$ cat config.mk
export PLATFORM = sky130hd
export DESIGN_NAME = mem_stage_ctrl
export DESIGN_NICKNAME = d
export VERILOG_FILES = /design/src/rtl/mem_stage_pkg.sv /design/src/rtl/mem_timeout_ctr.sv /design/src/rtl/mem_stage_ctrl.sv
export SDC_FILE = /design/constraint.sdc
export NUM_CORES = 1
export LEC_CHECK = 0
export CORE_AREA = 2 2 76 78
export CTS_CLUSTER_DIAMETER = 100
export CTS_CLUSTER_SIZE = 8
export DETAILED_ROUTE_END_ITERATION = 7
export DIE_AREA = 0 0 78 80
export MAX_ROUTING_LAYER = met4
export PLACE_DENSITY = 0.94
export SETUP_SLACK_MARGIN = 0.5
export SLEW_MARGIN = 20
export SYNTH_ARGS = -nofsm -noshare
export SYNTH_HDL_FRONTEND = slang
export SYNTH_HIERARCHICAL = 1
export SYNTH_SLANG_ARGS = --single-unit
$ cat constraint.sdc
create_clock -name clk -period 7.15 [get_ports clk]
set_clock_uncertainty 0.15 [all_clocks]
set_input_delay 1.43 -clock clk [delete_from_list [all_inputs] [get_ports clk]]
set_output_delay 1.43 -clock clk [all_outputs]
set_load 0.03 [all_outputs]
$ cat src/rtl/mem_stage_pkg.sv
// mem_stage_pkg: shared types and defaults for the memory-stage controller.
//   state_e    : controller FSM encoding (IDLE, BUSY, RESP)
//   accType_e  : access type of the in-flight entry (NONE, LOAD, STORE)
//   decodeAcc  : maps the rd/wr flags of an entry to an access type
package mem_stage_pkg;

  localparam int unsigned DefDataW = 16;
  localparam int unsigned DefAddrW = 16;

  typedef enum logic [1:0] {
    IDLE = 2'd0,
    BUSY = 2'd1,
    RESP = 2'd2
  } state_e;

  typedef enum logic [1:0] {
    NONE  = 2'd0,
    LOAD  = 2'd1,
    STORE = 2'd2
  } accType_e;

  // Exactly one of rd/wr gives a real access; neither or both decode as NONE.
  function automatic accType_e decodeAcc(input logic rd, input logic wr);
    if (rd && !wr) return LOAD;
    else if (wr && !rd) return STORE;
    else return NONE;
  endfunction

endpackage

$ cat src/rtl/mem_timeout_ctr.sv
// mem_timeout_ctr: watchdog for an outstanding memory access.
//   clk, rst   : clock, synchronous active-high reset
//   clear      : access is being issued this cycle (counter restarts)
//   run        : controller is waiting in BUSY
//   expired_c  : this is the LIMIT-th BUSY cycle (combinational)
module mem_timeout_ctr #(
  parameter int unsigned LIMIT = 64
) (
  input  logic clk,
  input  logic rst,
  input  logic clear,
  input  logic run,
  output logic expired_c
);

  localparam int unsigned CntW = (LIMIT > 1) ? $clog2(LIMIT) : 1;

  logic [CntW-1:0] cnt;

  // Counts completed BUSY cycles; leaving BUSY on expiry keeps it below LIMIT.
  always_ff @(posedge clk) begin
    if (rst || clear) cnt <= '0;
    else if (run)     cnt <= cnt + CntW'(1);
  end

  assign expired_c = run && (cnt == CntW'(LIMIT - 1));

endmodule

$ cat src/rtl/mem_stage_ctrl.sv
// mem_stage_ctrl: memory-stage access controller between EX/MEM and a
// multi-cycle data memory. Issues one request per memory entry, stalls the
// pipeline until mem_done, then reports completion for one cycle in RESP.
// Optional: define MEM_TIMEOUT_EN to abort a BUSY access after TIMEOUT_CYCLES.
//   in_*                 : EX/MEM entry (valid, rd, wr, halt, addr, wdata)
//   mem_rd/mem_wr/mem_*  : request to memory (issue cycle only), completion in
//   stall_pipe           : freeze upstream stages (issue cycle and BUSY)
//   read_done/write_done : completion pulses in RESP, rdata_out with loads
//   halt                 : sticky halt; err: registered one-cycle error pulse
module mem_stage_ctrl
  import mem_stage_pkg::*;
#(
  parameter int unsigned DATA_W = DefDataW,
  parameter int unsigned ADDR_W = DefAddrW
`ifdef MEM_TIMEOUT_EN
  , parameter int unsigned TIMEOUT_CYCLES = 64
`endif
) (
  input  logic              clk,
  input  logic              rst,
  input  logic              in_valid,
  input  logic              in_mem_rd,
  input  logic              in_mem_wr,
  input  logic              in_halt,
  input  logic [ADDR_W-1:0] in_addr,
  input  logic [DATA_W-1:0] in_wdata,
  output logic              mem_rd,
  output logic              mem_wr,
  output logic [ADDR_W-1:0] mem_addr,
  output logic [DATA_W-1:0] mem_wdata,
  input  logic              mem_done,
  input  logic [DATA_W-1:0] mem_rdata,
  output logic              stall_pipe,
  output logic              read_done,
  output logic              write_done,
  output logic [DATA_W-1:0] rdata_out,
  output logic              halt,
  output logic              err
);

  state_e            stateQ, stateD;
  accType_e          accQ, accD, reqType;
  logic [ADDR_W-1:0] addrQ, addrD;
  logic [DATA_W-1:0] wdataQ, wdataD, rdataD;
  logic              haltD, errD, readDoneD, writeDoneD;

`ifdef MEM_TIMEOUT_EN
  logic timeoutHit_c;
  logic enterBusy_c;

  assign enterBusy_c = (stateQ == IDLE) && (stateD == BUSY);

  mem_timeout_ctr #(.LIMIT(TIMEOUT_CYCLES)) uTimeout (
    .clk       (clk),
    .rst       (rst),
    .clear     (enterBusy_c),
    .run       (stateQ == BUSY),
    .expired_c (timeoutHit_c)
  );
`endif

  // State and registered outputs.
  always_ff @(posedge clk) begin
    if (rst) begin
      stateQ     <= IDLE;
      accQ       <= NONE;
      addrQ      <= '0;
      wdataQ     <= '0;
      rdata_out  <= '0;
      halt       <= 1'b0;
      err        <= 1'b0;
      read_done  <= 1'b0;
      write_done <= 1'b0;
    end else begin
      stateQ     <= stateD;
      accQ       <= accD;
      addrQ      <= addrD;
      wdataQ     <= wdataD;
      rdata_out  <= rdataD;
      halt       <= haltD;
      err        <= errD;
      read_done  <= readDoneD;
      write_done <= writeDoneD;
    end
  end

  // Next state, request/stall outputs and next values of registered outputs.
  always_comb begin
    stateD     = stateQ;
    accD       = accQ;
    addrD      = addrQ;
    wdataD     = wdataQ;
    rdataD     = rdata_out;
    haltD      = halt;
    errD       = 1'b0;
    readDoneD  = 1'b0;
    writeDoneD = 1'b0;
    mem_rd     = 1'b0;
    mem_wr     = 1'b0;
    mem_addr   = addrQ;
    mem_wdata  = wdataQ;
    stall_pipe = 1'b0;
    reqType    = decodeAcc(in_mem_rd, in_mem_wr);

    unique case (stateQ)
      IDLE: begin
        if (in_valid && !halt) begin
          if (in_mem_rd || in_mem_wr) begin
            if (reqType == NONE || in_addr[0]) begin
              errD = 1'b1;
            end else begin
              stateD     = BUSY;
              accD       = reqType;
              addrD      = in_addr;
              wdataD     = in_wdata;
              mem_rd     = (reqType == LOAD);
              mem_wr     = (reqType == STORE);
              mem_addr   = in_addr;
              mem_wdata  = in_wdata;
              stall_pipe = 1'b1;
            end
          end else if (in_halt) begin
            haltD = 1'b1;
          end
        end
      end
      BUSY: begin
        stall_pipe = 1'b1;
        if (mem_done) begin
          stateD = RESP;
          if (accQ == LOAD) begin
            rdataD    = mem_rdata;
            readDoneD = 1'b1;
          end else begin
            writeDoneD = 1'b1;
          end
        end
`ifdef MEM_TIMEOUT_EN
        else if (timeoutHit_c) begin
          stateD = IDLE;
          accD   = NONE;
          errD   = 1'b1;
        end
`endif
      end
      RESP: begin
        stateD = IDLE;
        accD   = NONE;
      end
      default: stateD = IDLE;
    endcase

    // Combinational outputs read as zero while reset is held.
    if (rst) begin
      mem_rd     = 1'b0;
      mem_wr     = 1'b0;
      mem_addr   = '0;
      mem_wdata  = '0;
      stall_pipe = 1'b0;
    end
  end

endmodule
==> summary.md, run 1 <==
| Metric | Value |
|---|---|
| DIE WIDTH | ~78 microns |
| Final hold vios | 0 |
| Util after Layout | around two thirds |
| Largest cells by area after synthesis | dfxtp_1 (48%), mux2i_1 (21%), nand2_1 (15%), ha_1 (2.2%), buf_6 (1.9%) |
| Chip height | ~80 microns |
| Starting Density | 42.8% |
| Crit-path max FO | 32 |
| F_max | approximately 160 MHz |
| Sequential cell area fraction in the yosys report | between 40% and 50% |
| Commonest cells after routing, fill and taps aside | clkdlybuf4s50_1 (109), nand2_1 (95), dfxtp_1 (56), mux2i_1 (49), clkbuf_8 (7) |
| CTS H-tree lvls | 2 |
| Worst Hold Class | reg -> reg |
| Antenna diodes | 0 |
| Largest area contributor in the synthesized netlist | dfxtp_1 |
| Crit path from | in_mem_rd |
| Library cells used by synthesis | 25 |
| Post-Syn Area | roughly 0.0023 sq mm |
| Grt ovf | 0 |
| Syn. warnings | 6 |
| CTS resizes | 0 |
| Antenna-violating nets left | 0 |
| Root buf cell | clkbuf_8 |
| CTS Hold Bufs | 0 |
| Number of detailed-route iterations in the first pass | 3 |
| Sink Count | 56 |
| Leakage power | between 1 and 1.5 nW |
| Die Area | 0.00624 sq mm |
| Post-Syn Nets | ~310 |
| Yosys top cell area share | about half |
| Crit Path Class | in -> out |
| Buffers on Ports | approximately 110 |
| Layout area overhead | 53.8% |
| First-pass GRT wire length | 8.45 mm |
| DR iter-0 viols | 38 |
| Drc violations | 0 |
| CP required | approximately 5.6 ns |
| Syn avg cell area | approximately 9.3 sq um |
| Critical Path AT | 4.51 ns |
| TritonCTS Buffers | 5 |
| Register-to-Register Setup Slack | between 4 and 5 ns |
| Max Cap Viol | 0 |
| Fin. max-slew vios | 0 |
| Routed vias/inst | roughly 4.6 |
| Gate Count Post-Synth | about 250 |
| WL per Instance | 12.1 microns |
| IR drop worst, VDD | around 0.00012 V |
| Slew HR | 37.8% |
| Minimum clock period | 6.09 ns |
| Layout cells sized above 1 | under 10% |
| Vias | 1,937 |
| Final #Nets | 411 |
| Pin count of the biggest net entering global routing | 43 |
| CP endpoint kind | output port |
| Setup Viol. Count Final | 0 |
| Post-CTS setup buffer count | 0 |
| FF+latch count, synth | 56 |
| Run status | completed |
| Initial antenna violation count | 0 |
| GPL Wtd Cong | about 0.76 |
| Tightest Pin Transition | 0.930 ns |
| Detailed Route WL | slightly above 5 mm |
| Skew-Pair Late Insertion Delay | between 0.2 and 0.3 ns |
| CTS tree | yes |
| Design Power | approximately 0.00064 W |
| Reg2Reg Launch Point | stateQ[0] |
| Clk buf depth | 2 |
| CP startpoint kind | input port |
| Setup TNS | 0 ns |
| Commonest non-fill, non-tap cell in the layout | clkdlybuf4s50_1 |
| PwrDens | roughly 180 mW/mm^2 |
| Row cnt | 27 |
| Clock transition at path regs | ~0.09 ns |
| IO Pins | 110 |
| Hold path start | rdata_out[0] |
| Final hold slack | between 0.3 and 0.4 ns |
| Fin crit share | between 80% and 90% |
| HPWL Detailed | between 3 and 4 mm |
| Number of global-route vias before repair | ~2,000 |
| RSZ-0062 raised after global routing | no |
| Area of the core | ~0.0054 sq mm |
| Total GRT Usage | roughly 17% |
[worst paths after layout]
check             cells past startpoint            to
hold reg to reg                       2  rdata_out[0]
setup / recovery                      8   mem_addr[5]
hold / removal                        2  rdata_out[0]
setup reg to reg                      4      addrQ[5]
[layout make-up]
class	instances	area, sq um
well taps	72	90.1
inverters	5	18.8
clock inverters	1	30.0
flip-flops and latches	56	1120
fillers	445	1850
multi-input cells	172	1090
repair buffers	112	1110
clock buffers	7	96.3
[worst max-delay path, stage by stage]
cell and delay, ns:
clkdlybuf4s50_1 0.48, inv_1 0.08, ha_1 0.21, or4b_4 0.51, nor4b_4 0.26, buf_4 0.49, mux2i_1 0.31, clkdlybuf4s50_1 0.72
[cell usage after synthesis, drive strengths merged]
cell type / count
or4b: 1
inv: 5
clkbuf: 10
nor3: 2
mux2i: 49
and3: 1
nor2b: 1
and2: 1
nor2: 2
nor4: 1
nor4bb: 1
nand2: 95
a21oi: 2
dfxtp: 56
nor4b: 1
nor3b: 3
o21a: 2
o211ai: 4
ha: 4
nand2b: 2
buf: 6
[per-layer routing]
metal  up-vias  wire (microns)  GRT usage, %  share of wire (%)
li1       1018               -             -                  -
met1       859            2200          18.1                 43
met2        58            2610          31.8                 51
met3         2             306          4.07                6.0
met4         0              23          5.44               0.45
met5         -               0             -                  0
[state kept, by name, indices dropped and copies added, names as in the netlist]
register / flops
accQ: 2
addrQ: 16
err: 1
halt: 1
rdata_out: 16
read_done: 1
stateQ: 2
wdataQ: 16
write_done: 1
[cells by family after synthesis]
group | count (synthesis) | share of synthesized area (%)
compound gates | 8 | 2.38
fa+ha+maj | 4 | 2.16
buf+inv | 21 | 4.76
flops | 56 | 48.5
mux | 49 | 21.2
simple gates | 111 | 21.0
[report_power, final]
part	leakage (nW)	internal (W)	switching, W	total, W
Sequential	0.453	0.000319	0.00000259	0.000321
Combinational	0.769	0.0000510	0.0000444	0.0000955
Clock	0.0645	0.000124	0.0000953	0.000219
Total	1.29	0.000493	0.000142	0.000636
[metrics by stage]
step                      setup WS, ns  cells  cell area [sq um]
after global placement            1.10    417               3430
after floorplan                   2.13    249               2310
after CTS                         1.03    425               3560
final                             1.06    425               3560
after detailed placement          1.03    417               3430
after global routing             0.884    425               3560
No activity file was read; power rests on OpenSTA's default activity.
==> run 2, diff against run 1 <==
--- a/config.mk
+++ b/config.mk
@@ -13,6 +13,7 @@
 export MAX_ROUTING_LAYER = met4
 export PLACE_DENSITY = 0.94
 export SETUP_SLACK_MARGIN = 0.5
+export SKIP_CTS_REPAIR_TIMING = 1
 export SLEW_MARGIN = 20
 export SYNTH_ARGS = -nofsm -noshare
 export SYNTH_HDL_FRONTEND = slang
==> results of run 2 <==
Same layout as run 1: the final DEF is identical, and so are final timing and power.
==> patch 1, RTL diff (flow settings as in run 2) <==
Add a define of `MEM_TIMEOUT_EN`.
--- a/src/rtl/mem_stage_ctrl.sv
+++ b/src/rtl/mem_stage_ctrl.sv
@@ -7,6 +7,8 @@
 //   stall_pipe           : freeze upstream stages (issue cycle and BUSY)
 //   read_done/write_done : completion pulses in RESP, rdata_out with loads
 //   halt                 : sticky halt; err: registered one-cycle error pulse
+`define MEM_TIMEOUT_EN
+
 module mem_stage_ctrl
   import mem_stage_pkg::*;
 #(
Formal check against the unedited RTL: no difference found for any inputs over 4 cycles, from zero or initial values and one cycle with rst high; that may be too few to reach the edited logic, so the function may still have changed.
==> patch 1 against run 2 <==
- sequential cell count is 6 higher
- clock power increased by 13%
- power grew 11%
- area after synthesis up 4.8%
- count of clock-buffer cells in the layout grew 3
- sequential share of layout area is 2.4 points higher
- cell area rose by 3.0%
- routed wire length is 24% higher
- worst setup slack gained 0.41 ns
==> patch 1: results (changes against run 2) <==
Layout Cells excl Fill 475 (was 425); dpl ws 1.09 ns (was 1.03 ns); mux cell area share after synthesis 1.24% (was 21.2%); vias in the first global route 2,386 (was 2,002); Num CTS Buffers 9 (was 5); Compound-Gate Fraction of Synth Area 13.5% (was 2.38%); Rel. slew slack 29.6% (was 37.8%); most instantiated cells after synthesis nand2_1 (101), dfxtp_1 (62), a21oi_1 (50), nor2_1 (13) (was nand2_1 (95), dfxtp_1 (56), mux2i_1 (49), clkbuf_1 (10)); Initial DRT Pass Iterations 4 (was 3); Vias 2,302 (was 1,937); # H-tree levels 3 (was 2); Synth Area in Adders 3.61% (was 2.16%); area share of xor/xnor cells in the synthesized design 1.45% (was 0%); Placer Congestion 0.783 (was 0.759); Final HPWL DP 4490 um (was 3820 um); GR Util met3 4.52% (was 4.07%); CP Max Fanout 33 (was 32); outcome finished, final reports clean (unchanged); Layout area overhead 51.3% (was 53.8%); M1 WL 2630 um (was 2200 um); share of layout cells above drive strength 1 5.71% (was 4.25%); r2r endpoint uTimeout/cnt[3] (was addrQ[5]); Non-clock buffers 110 (was 112); first-pass GRT wire length 10,600 um (was 8450 um); met1 GRT Util 23.2% (was 18.1%); Max VDD drop 144 uV (was 125 uV); fill count 419 (was 445); Multi-In Gates 209 (was 172); Syn Nets 359 (was 308); register cell area after layout 1240 um^2 (was 1120 um^2); Synth Area per Inst 8.16 um^2 (was 9.29 um^2); WL met2 3410 um (was 2610 um); Non-clock inverters 7 (was 5); largest net degree at the start of global routing 61 (was 43); register area share after synthesis 51.2% (was 48.5%); worst r2r path cells 10 (was 4); Layout Nets 461 (was 411)
==> patch 1: cell types whose count changed after synthesis, sizes merged, moves of 4 or more <==
cell and change:
a21oi +48, buf +6, dfxtp +6, mux2i -46, nand2 +6, nor2 +12, o211ai -4
==> patch 1: power groups by stage <==
stage / registers, mW / clock network, mW / logic [mW]
floorplan: 0.365 / 0 / 0.0483
global placement: 0.364 / 0 / 0.0963
detailed placement: 0.364 / 0 / 0.0987
CTS: 0.356 / 0.254 / 0.0993
global route: 0.357 / 0.268 / 0.107
finish: 0.356 / 0.247 / 0.0992
==> patch 1: how the worst max path moves through the flow <==
stage	startpoint	to	slack, ns
2_1_floorplan	in_mem_rd	mem_wr	2.39
5_1_grt	in_mem_rd	mem_wdata[15]	1.31
3_3_place_gp	in_mem_rd	mem_wdata[15]	1.17
3_5_place_dp	in_mem_rd	mem_wdata[15]	1.09
6_report	in_mem_rd	mem_wdata[15]	1.47
4_1_cts	in_mem_rd	mem_wdata[15]	1.09
==> patch 2, RTL diff (config.mk and constraints of run 2) <==
Made on the original files. Encoding of `state_e`: now one-hot (3 bits for 3 states).
--- a/src/rtl/mem_stage_pkg.sv
+++ b/src/rtl/mem_stage_pkg.sv
@@ -7,10 +7,10 @@
   localparam int unsigned DefDataW = 16;
   localparam int unsigned DefAddrW = 16;
 
-  typedef enum logic [1:0] {
-    IDLE = 2'd0,
-    BUSY = 2'd1,
-    RESP = 2'd2
+  typedef enum logic [2:0] {
+    IDLE = 3'b001,
+    BUSY = 3'b010,
+    RESP = 3'b100
   } state_e;
 
   typedef enum logic [1:0] {
Check against the original RTL: same outputs for any inputs over 4 cycles, from zero or initial values and one cycle with rst high; so few cycles prove little.
==> patch 2 against run 2 <==
- register-to-register slack better by 0.17 ns
- power is 11% higher
- critical path type unchanged
- sequential power is 2% higher
- cell area is 3.3% higher
- sequential cell count is 1 higher
- routed wire length is 26% higher
- hold slack worse by 0.014 ns
- utilization is 2.2 points higher
- sequential share of layout area is 0.45 points lower
- worst setup slack better by 0.53 ns
- combinational power is 12% higher
- count of clock-buffer cells in the layout is 4 higher
- highest routed layer unchanged
- area after synthesis is 5.6% higher
- global-route usage is 4.8 points higher
==> patch 2: results (changes against run 2) <==
Layout Nets 422 (was 411); fraction of registers with async set/reset 0% (unchanged); Worst-Skew Late Latency 0.32 ns (was 0.29 ns); Rel. slew slack 31.3% (was 37.8%); Setup TNS 0 ns (unchanged); cell-internal power 0.534 mW (was 0.493 mW); Crit path max-delay family buffers and inverters (unchanged); register area share after synthesis 46.7% (was 48.5%); Worst Path Arrival 3.99 ns (was 4.51 ns); P_leak 1.27 nW (was 1.29 nW); slowest CP cell or4b_4 (was clkdlybuf4s50_1); Max VDD drop 163 uV (was 125 uV); n_diodes 0 (unchanged); Pwr Total 0.708 mW (was 0.636 mW); Final HPWL DP 4350 um (was 3820 um); worst hold endpoint read_done (was rdata_out[0]); first-pass GRT wire length 10,500 um (was 8450 um); worst r2r path cells 3 (was 4); Initial DRT Pass Iterations 4 (was 3); largest net degree at the start of global routing 72 (was 43); Vias 2,240 (was 1,937); Syn Nets 320 (was 308); CP Max Fanout 33 (was 32); P_seq 0.327 mW (was 0.321 mW); Hold Crit Depth 1 (was 2); top cells by area, synth dfxtp_1 (47%), nand2b_1 (8.5%), a21oi_1 (7.2%), nand3_1 (6.8%), mux2i_1 (6.6%) (was dfxtp_1 (48%), mux2i_1 (21%), nand2_1 (15%), ha_1 (2.2%), buf_6 (1.9%)); gr usage total 22.0% (was 17.2%); Num CTS Buffers 9 (was 5); worst flop-to-flop path startpoint stateQ[1] (was stateQ[0]); average routed wire per standard cell 14.7 um (was 12.1 um); share of layout cells above drive strength 1 7.36% (was 4.25%); r2r endpoint rdata_out[3] (was addrQ[5]); # H-tree levels 3 (was 2); most instantiated cells after synthesis dfxtp_1 (57), a21oi_1 (35), nand2b_1 (33), nand3_1 (33), o21ai_1 (28) (was nand2_1 (95), dfxtp_1 (56), mux2i_1 (49), clkbuf_1 (10)); Synth cell types 33 (was 25); Post-Synthesis Cells 261 (was 249); Root Buffer clkbuf_8 (unchanged); outcome finished, final reports clean (unchanged); clock slew at reported path FFs 0.06 ns (was 0.09 ns); 1st-iter DRT viols 97 (was 38); Placer Congestion 0.710 (was 0.759); clock share of power 38.7% (was 34.4%); biggest regs addrQ x16, rdata_out x16, wdataQ x16 (unchanged); CP max stage delay 0.68 ns (was 0.72 ns); launch point of the worst hold path accQ[1] (was rdata_out[0]); FF-to-FF setup slack 5.04 ns (was 4.87 ns); antenna violations before repair 0 (unchanged); synthesis warning total 6 (unchanged)
patch 2: cell count changes after synthesis, sizes merged, moves of 4 or more:
cell and change:
nand2 -94, a21oi +33, mux2i -33, nand3 +33
o21ai +33, nand2b +31, buf +10, clkbuf -5
nor2 +5, o211ai -4
patch 2: layout make-up:
class                      count  area [um^2]
timing repair buffer         113         1120
clock buffer                  11          131
sequential                    57         1140
inverter                       4         15.0
multi-input combinational    178         1140
fill                         455         1730
clock inverter                 4         45.0
tap                           72         90.1
patch 2: routing by layer:
layer  part of all wire [%]  vias to the layer above  track usage (%)
met5                      0                        -                -
met4                    1.8                        0             10.2
met3                    4.0                       10             3.51
met2                     53                       67             38.5
met1                     41                     1050             24.8
li1                       -                     1113                -
patch 2: cells by family (layout without fill, tap and decap cells):
group           after synthesis  count (layout)  share of synthesized area, %
buf+inv                      26             132                          7.38
mux                          16              16                          6.56
fa+ha+maj                     4               4                          2.05
flops                        57              57                          46.7
compound gates               71              71                          15.1
simple gates                 87              87                          22.2
patch 2: stage by stage:
stage / setup slack, ns / instance area (um^2) / std cells / hold WS, ns
final: 1.58 / 3670 / 439 / 0.296
after CTS: 1.57 / 3670 / 439 / 0.299
after floorplan: 2.61 / 2440 / 261 / 0.263
after global routing: 1.40 / 3670 / 439 / 0.316
after global placement: 1.61 / 3500 / 424 / 0.274
after detailed placement: 1.57 / 3500 / 424 / 0.288
patch 2: worst max path at each step:
stage,depth (start not counted),start,endpoint,slack [ns]
after global routing,8,in_mem_wr,mem_addr[14],1.40
after global placement,8,in_mem_wr,mem_addr[3],1.61
after CTS,7,in_mem_wr,mem_addr[14],1.57
after detailed placement,7,in_mem_wr,mem_addr[14],1.57
after floorplan,6,in_mem_rd,mem_addr[11],2.61
final,7,in_mem_wr,mem_addr[14],1.58
